## config.mk

```make
export PLATFORM = sky130hd
export DESIGN_NAME = axi_lp_ctrl
export DESIGN_NICKNAME = d
export VERILOG_FILES = /design/src/rtl/axi_lp_ctrl.sv
export SDC_FILE = /design/constraint.sdc
export NUM_CORES = 1
export LEC_CHECK = 0
export CAP_MARGIN = 0
export CELL_PAD_IN_SITES_DETAIL_PLACEMENT = 0
export CELL_PAD_IN_SITES_GLOBAL_PLACEMENT = 2
export CORE_MARGIN = 3
export CORE_UTILIZATION = 35
export CTS_CLUSTER_SIZE = 8
export DETAILED_ROUTE_END_ITERATION = 7
export GPL_ROUTABILITY_DRIVEN = 0
export HOLD_SLACK_MARGIN = 0.03
export PLACE_DENSITY = 0.87
export SYNTH_ARGS = -nofsm -noshare
export SYNTH_HDL_FRONTEND = slang
export SYNTH_SLANG_ARGS = --single-unit
```

## constraint.sdc

```tcl
create_clock -name aclk_i -period 2.05 [get_ports aclk_i]
set_input_delay 0.41 -clock aclk_i [delete_from_list [all_inputs] [get_ports aclk_i]]
set_output_delay 0.41 -clock aclk_i [all_outputs]
set_load 0.005 [all_outputs]
```

## src/rtl/axi_lp_ctrl.sv

```systemverilog
// AXI low-power interface controller: one CSYSREQ/CSYSACK/CACTIVE handshake FSM per channel,
// with idle-based entry, deny/timeout sticky flags and aggregate status outputs.
module axi_lp_ctrl #(
  parameter int unsigned NUM_CH   = 2,
  parameter int unsigned IDLE_CYC = 16,
  parameter int unsigned TMO_CYC  = 64
) (
  input  logic              aclk_i,
  input  logic              areset_i,
  input  logic              lp_req_i,
  input  logic [NUM_CH-1:0] lp_en_i,
  input  logic [NUM_CH-1:0] clr_i,
  output logic [NUM_CH-1:0] csysreq_o,
  input  logic [NUM_CH-1:0] csysack_i,
  input  logic [NUM_CH-1:0] cactive_i,
  output logic [NUM_CH-1:0] lp_act_o,
  output logic [NUM_CH-1:0] deny_o,
  output logic [NUM_CH-1:0] tmo_o,
  output logic              all_lp_o,
  output logic              irq_o
);

  typedef enum logic [1:0] {StRun, StReq, StLp, StWake} state_e;

  localparam logic [7:0] IdleThr = 8'(IDLE_CYC);
  // Flag fires on the edge the handshake counter steps onto TMO_CYC.
  localparam logic [7:0] TmoLast = 8'(TMO_CYC - 1);

  for (genvar i = 0; i < NUM_CH; i++) begin : g_ch
    state_e     state_q, state_d;
    logic [7:0] idle_q, idle_d;
    logic [7:0] hs_q, hs_d;
    logic       deny_q, deny_d;
    logic       tmo_q, tmo_d;
    logic       busy, hs_enter, deny_set, tmo_set;
    logic       csysreq, lp_act;

    always_ff @(posedge aclk_i or posedge areset_i) begin
      if (areset_i) begin
        state_q <= StRun;
        idle_q  <= 8'd0;
        hs_q    <= 8'd0;
        deny_q  <= 1'b0;
        tmo_q   <= 1'b0;
      end else begin
        state_q <= state_d;
        idle_q  <= idle_d;
        hs_q    <= hs_d;
        deny_q  <= deny_d;
        tmo_q   <= tmo_d;
      end
    end

    // CSYSREQ may only toggle with CSYSACK at its resting level, so LP exit waits for ack low.
    always_comb begin
      state_d = state_q;
      case (state_q)
        StRun: begin
          if (lp_req_i && lp_en_i[i] && (idle_q >= IdleThr) && csysack_i[i]) state_d = StReq;
        end
        StReq: begin
          if (!csysack_i[i]) state_d = cactive_i[i] ? StWake : StLp;
        end
        StLp: begin
          if (!csysack_i[i] && (!lp_req_i || !lp_en_i[i] || cactive_i[i])) state_d = StWake;
        end
        StWake: begin
          if (csysack_i[i]) state_d = StRun;
        end
        default: state_d = StRun;
      endcase
    end

    always_comb begin
      busy     = (state_q == StReq) || (state_q == StWake);
      hs_enter = (state_d != state_q) && ((state_d == StReq) || (state_d == StWake));
      deny_set = (state_q == StReq) && !csysack_i[i] && cactive_i[i];
      tmo_set  = busy && !hs_enter && (hs_q == TmoLast);

      idle_d = idle_q;
      if (cactive_i[i] || (state_q != StRun)) begin
        idle_d = 8'd0;
      end else if (idle_q != 8'hFF) begin
        idle_d = idle_q + 8'd1;
      end

      hs_d = hs_q;
      if (hs_enter) begin
        hs_d = 8'd0;
      end else if (busy && (hs_q != 8'hFF)) begin
        hs_d = hs_q + 8'd1;
      end

      deny_d = deny_set | (deny_q & ~clr_i[i]);
      tmo_d  = tmo_set | (tmo_q & ~clr_i[i]);
    end

    always_comb begin
      csysreq = (state_q == StRun) || (state_q == StWake);
      lp_act  = (state_q == StLp);
    end

    assign csysreq_o[i] = csysreq;
    assign lp_act_o[i]  = lp_act;
    assign deny_o[i]    = deny_q;
    assign tmo_o[i]     = tmo_q;
  end

  assign all_lp_o = (|lp_en_i) && (&(lp_act_o | ~lp_en_i));
  assign irq_o    = (|deny_o) || (|tmo_o);

endmodule

```

### Yosys cells after proc, flatten, opt, wreduce, memory -nomap -nowiden

Cells that the tools add are included.

| storage, ports and cells | value |
|---|---|
| output and inout bits | 10 |
| word-level logic and storage cells | 119 |
| input port bits | 11 |
| bits in registers | 40 |

| cells by class | value |
|---|---|
| reductions and logical operators | 53 |
| order comparisons | 2 |
| bitwise gates (word level) | 12 |
| equal/unequal tests | 18 |
| add/subtract/negate cells | 4 |
| multiplexer cells | 20 |

Operators by type and width:

| cell | count |
|---|---|
| two-way mux 8 bit | 8 |
| adder 8 x 1 -> 8 bit, second input constant | 4 |
| inequality test 8 bit, second input constant | 4 |
| logical AND 1 bit | 21 |
| == test 8 x 6 -> 1 bit, second input constant | 2 |
| >= comparator 8 x 5 -> 1 bit, second input constant | 2 |
| two-way mux 2 bit | 8 |
| case mux 2 bit (4 select lines) | 2 |
| logical OR 1 bit | 13 |
| == test 2 bit, second input constant | 6 |
| nonzero test 2 bit | 6 |
| == test 2 x 1 -> 1 bit, second input constant | 4 |
| zero test 1 bit | 7 |
| OR reduction 2 bit | 3 |
| AND 1 bit | 4 |
| zero test 2 bit | 2 |
| inequality test 2 bit | 2 |
| bitwise OR 1 bit | 4 |
| two-way mux 1 bit | 2 |
| NOT 1 bit | 2 |
| NOT 2 bit | 1 |
| bitwise OR 2 bit | 1 |
| AND reduction 2 bit | 1 |

### Longest topological paths before layout

| logic depth | value |
|---|---|
| depth after elaboration | 13 |
| gate-level depth with buffers | 7 |
| depth with buffers taken out | 6 |

### Worst setup path before layout

No wires, ideal clock.

| path | value |
|---|---|
| path kind | reg2reg |
| from | reg g_ch[1].state_q[1] |
| to | reg g_ch[1].hs_q[6] |
| cell stages (with the launch flop) | 7 |
| buffers on the path | 0 |
| library setup time | 0.136 ns |
| arrival time | 1.586 ns |
| required time | 1.914 ns |
| clock period less this slack | 1.722 ns |
| setup slack | 0.328 ns |
| cell sequence | dfrtp_1 inv_1 ha_1 nor2_1 or4_1 a21oi_1 nor2_1 |

| between the ends | value |
|---|---|
| cells in the longest elaborated chain, start to end | 6 |
| elaborated cells on any way between the ends | 18 |
| classes of those cells | 6 x eq/ne; 6 x mux; 6 x reduce/logical |

Ends and longest elaborated chain:

| element | RTL line | source |
|---|---|---|
| from (decl) | 30 | `state_e state_q, state_d;` |
| from (signal assigned) | 40 | `state_q <= StRun;` |
| from (signal assigned) | 46 | `state_q <= state_d;` |
| == test 2 bit, or another cell as far along | 57, 75 |  |
| case mux 2 bit (4 select lines) | 57 | `case (state_q)` |
| == test 2 x 1 -> 1 bit or == test 2 bit (tied branches) | 76 | `hs_enter = (state_d != state_q) && ((state_d == StReq) \|\| (state_d == StWake));` |
| logical OR 1 bit | 76 |  |
| logical AND 1 bit | 76 |  |
| two-way mux 8 bit or nonzero test 2 bit (tied branches) | n/a |  |
| to (signal assigned) | 48 | `hs_q <= hs_d;` |
| to (decl) | 32 | `logic [7:0] hs_q, hs_d;` |

Parallel ways exist; a longest one is shown, timed or not.
A chain may end at the register's enable or synchronous reset.

### Final worst setup path

| path | value |
|---|---|
| from | reg g_ch[1].state_q[0] |
| to | out lp_act_o[1] |

| between the ends | value |
|---|---|
| cells in the longest elaborated chain, start to end | 1 |

Ends and longest elaborated chain:

| element | RTL line | source |
|---|---|---|
| == test 2 bit | 100 | `lp_act = (state_q == StLp);` |
| to (decl) | 16 | `output logic [NUM_CH-1:0] lp_act_o,` |

No other way between the ends.

==> impl_results.md <==
- FMAX: between 500 and 600 MHz
- VDD IR-drop max: 0.637 mV
- Commonest non-fill, non-tap cells in the layout: dfrtp_1, nor2_1, inv_1
- Syn_area_per_cell: 9.78 µm²
- Hold Path Origin: g_ch[0].hs_q[7]
- Clk sink count: 40
- Synthesized cell area: between 2000 and 2500 µm²
- Sequential Power Share: roughly 33%
- Clk slew on worst S/H paths: 80 ps
- Slew headroom: 65.4%
- DRC: 0
- Cell Count Post-Placement: 344
- Crit. End Element: output pin
- Class of the worst hold path: flop to flop
- Global route total overflow: 0
- GRT busiest layer: met2
- Post-synth EDFFs: 0
- Layout Skew: 7.88 ps
- GRT met3 Usage: under 10%
- Register area share after synthesis: approximately two fifths
- CTS Buffer Depth: 2
- RSZ-0062 raised after global routing: no
- Hold slack: 520 ps
- Root Buffer: clkbuf_8
- Largest net degree at the start of global routing: 41
- Dpl hpwl: 3500 µm
- CP Launch Type: flop
- Worst hold endpoint: g_ch[0].hs_q[7]
- Syn Nets: 276
- Max-Cap Viols: 0
- IO Port Bufs: 20
- Psw: 1.10 mW
- Min-Delay Path Depth: 1
- Synth cell types: 50
- Worst r2r src: g_ch[1].state_q[0]
- FP Rows: 29
- Final Max Tran Viols: 0
- Fin crit share: approximately 96%
- Setup CP Type: flop to output pin
- Met1 Use GR: 18.8%
- Gate Count Post-Synth: 249
- Average vias per placed instance: 5.22
- Die Wd: approximately 90 µm
- Combinational Power Share: 46.1%
- Required @ worst endpoint: 1640 ps
- Vias in the first global route: 1,818
- Core Area: around 6500 µm²
- Routed via count: 1,848
- Slew @ Worst Pin: 519 ps
- P_leak: 1.26 nW
- Worst-Skew Late Latency: just under 300 ps
- # setup viols final: 0
- CP max FO: 4
- Drt first-iter violations: 60
- Antenna Cells: 0
- Total power: 3.05 mW
- Number of antenna violations at the first check in global routing: 0
- TritonRoute pass-1 iters: 4
- Worst slack, placed: -86.9 ps
- FF-to-FF path depth: 6
- CTS Buf Count: 5
- Synthesized flop and latch total: 40
- Wire per inst: 13.8 µm
- Status: finished, final reports clean
- FF-to-FF setup slack: 210 ps
- Layout cells sized above 1: 13.4%
- Post-synth ARST share: 100%
- First-pass GRT wire length: 8580 µm
- Tmin final: 1960 ps
- TritonCTS clock tree: built
- Met2 usage: 21.2%
- Worst R2R End: g_ch[1].tmo_q
- Most common cell after layout, fill and taps aside: dfrtp_1
- Initial Util: 37.3%
- H-Tree Depth: 2
- Final WS setup: 85.9 ps
- Area Growth Syn to Fin: 18.3%
- Ys Warns: 0
- Net Sw Frac: 36.1%
- Critical path arrival: 1550 ps
- Clk pwr share: 21.3%
- Power Density: roughly 1100 nW/µm²
- DRT Wirelength: a little under 5000 µm
- IO Count: 21
- Most used DFF post-synth: dfrtp_1
- Final hold vios: 0
- DRT antenna net count: 0
- CTS Hold Bufs: 0
- Power Internal: 1.95 mW
- Gr usage total: 13.8%
- Layout Nets: 303
- Die area: 8000 µm²
- Fin cells: 354
- Die height: 89.4 µm
==> worst max-delay path: stages, from the launching register on <==
cell	delay, ps
dfrtp_1	390
inv_2	110
ha_4	150
buf_4	120
clkdlybuf4s50_1	490
==> synthesized netlist by cell type, types with 3 or more instances <==
library cell	count	area, µm²
inv_1	21	78.8
and3_1	4	25.0
buf_4	8	60.1
nor4_1	4	25.0
a211oi_1	4	30.0
nand3_1	9	45.0
mux2i_1	7	70.1
xnor2_1	12	105
o21ai_0	4	20.0
a21oi_1	12	60.1
xor2_1	4	35.0
and2_1	3	18.8
a311oi_1	3	26.3
a31oi_1	6	37.5
dfrtp_1	40	1000
clkbuf_1	3	11.3
ha_1	16	200
nand4_1	3	18.8
nor2_1	27	101
o311a_1	3	30.0
nor3_1	5	25.0
nand2_1	11	41.3
nand2b_1	3	18.8
==> cell type report <==
| cell class | count | area (µm²) |
|---|---|---|
| Clock inverter | 2 | 35.0 |
| Clock buffer | 6 | 72.6 |
| Multi-Input combinational cell | 172 | 1280 |
| Timing Repair Buffer | 35 | 313 |
| Sequential cell | 40 | 1000 |
| Fill cell | 630 | 3650 |
| Inverter | 22 | 82.6 |
| Tap cell | 77 | 96.3 |
==> kinds of logic after synthesis <==
group / count (synthesis) / share of synthesized area (%)
compound gates: 52 / 17.6
simple gates: 80 / 16.5
buf+inv: 37 / 7.34
flops: 40 / 41.1
xor+xnor: 16 / 5.75
fa+ha+maj: 16 / 8.22
mux: 8 / 3.49
==> power groups by stage <==
stage                     clock, mW  sequential, mW  combinational [mW]
final                         0.649           0.998                1.41
after global routing          0.713            1.01                1.58
after CTS                     0.666           0.993                1.39
after detailed placement          0            1.02                1.35
after global placement            0            1.02                1.33
after floorplan                   0            1.01               0.956
==> routing by layer <==
metal	routed length [µm]	vias up
li1	-	934
met1	2370	880
met2	2260	25
met3	122	9
met4	120	0
met5	0	-
==> repair_timing <==
action	4_1_cts	5_1_grt
endpoints found under the hold margin	0	0
resized for setup	5	4
setup buffers	2	0
pin swaps	0	0
setup endpoints to repair	4	4
==> state kept, by name, indices dropped and copies added (netlist names) <==
register / flops
g_ch.idle_q: 16
g_ch.state_q: 4
g_ch.deny_q: 2
g_ch.hs_q: 16
g_ch.tmo_q: 2
==> through the flow <==
stage | area, µm² | TNS, ps | utilization [%]
global placement | 2730 | -337 | 41.9
detailed placement | 2730 | -592 | 41.9
finish | 2880 | 0 | 44.1
CTS | 2860 | 0 | 43.8
global route | 2880 | 0 | 44.1
floorplan | 2440 | 0 | -
==> worst max-delay path by stage <==
stage	from	end	slack (ps)	cells after the start
finish	g_ch[1].state_q[0]	lp_act_o[1]	90	4
global route	g_ch[1].state_q[0]	lp_act_o[1]	20	4
CTS	g_ch[1].state_q[0]	lp_act_o[1]	20	4
detailed placement	lp_en_i[0]	g_ch[0].hs_q[2]	-90	5
global placement	lp_en_i[1]	all_lp_o	-90	5
floorplan	g_ch[1].state_q[1]	g_ch[1].hs_q[6]	330	6
Note: power is estimated with default switching activity, not from simulation.
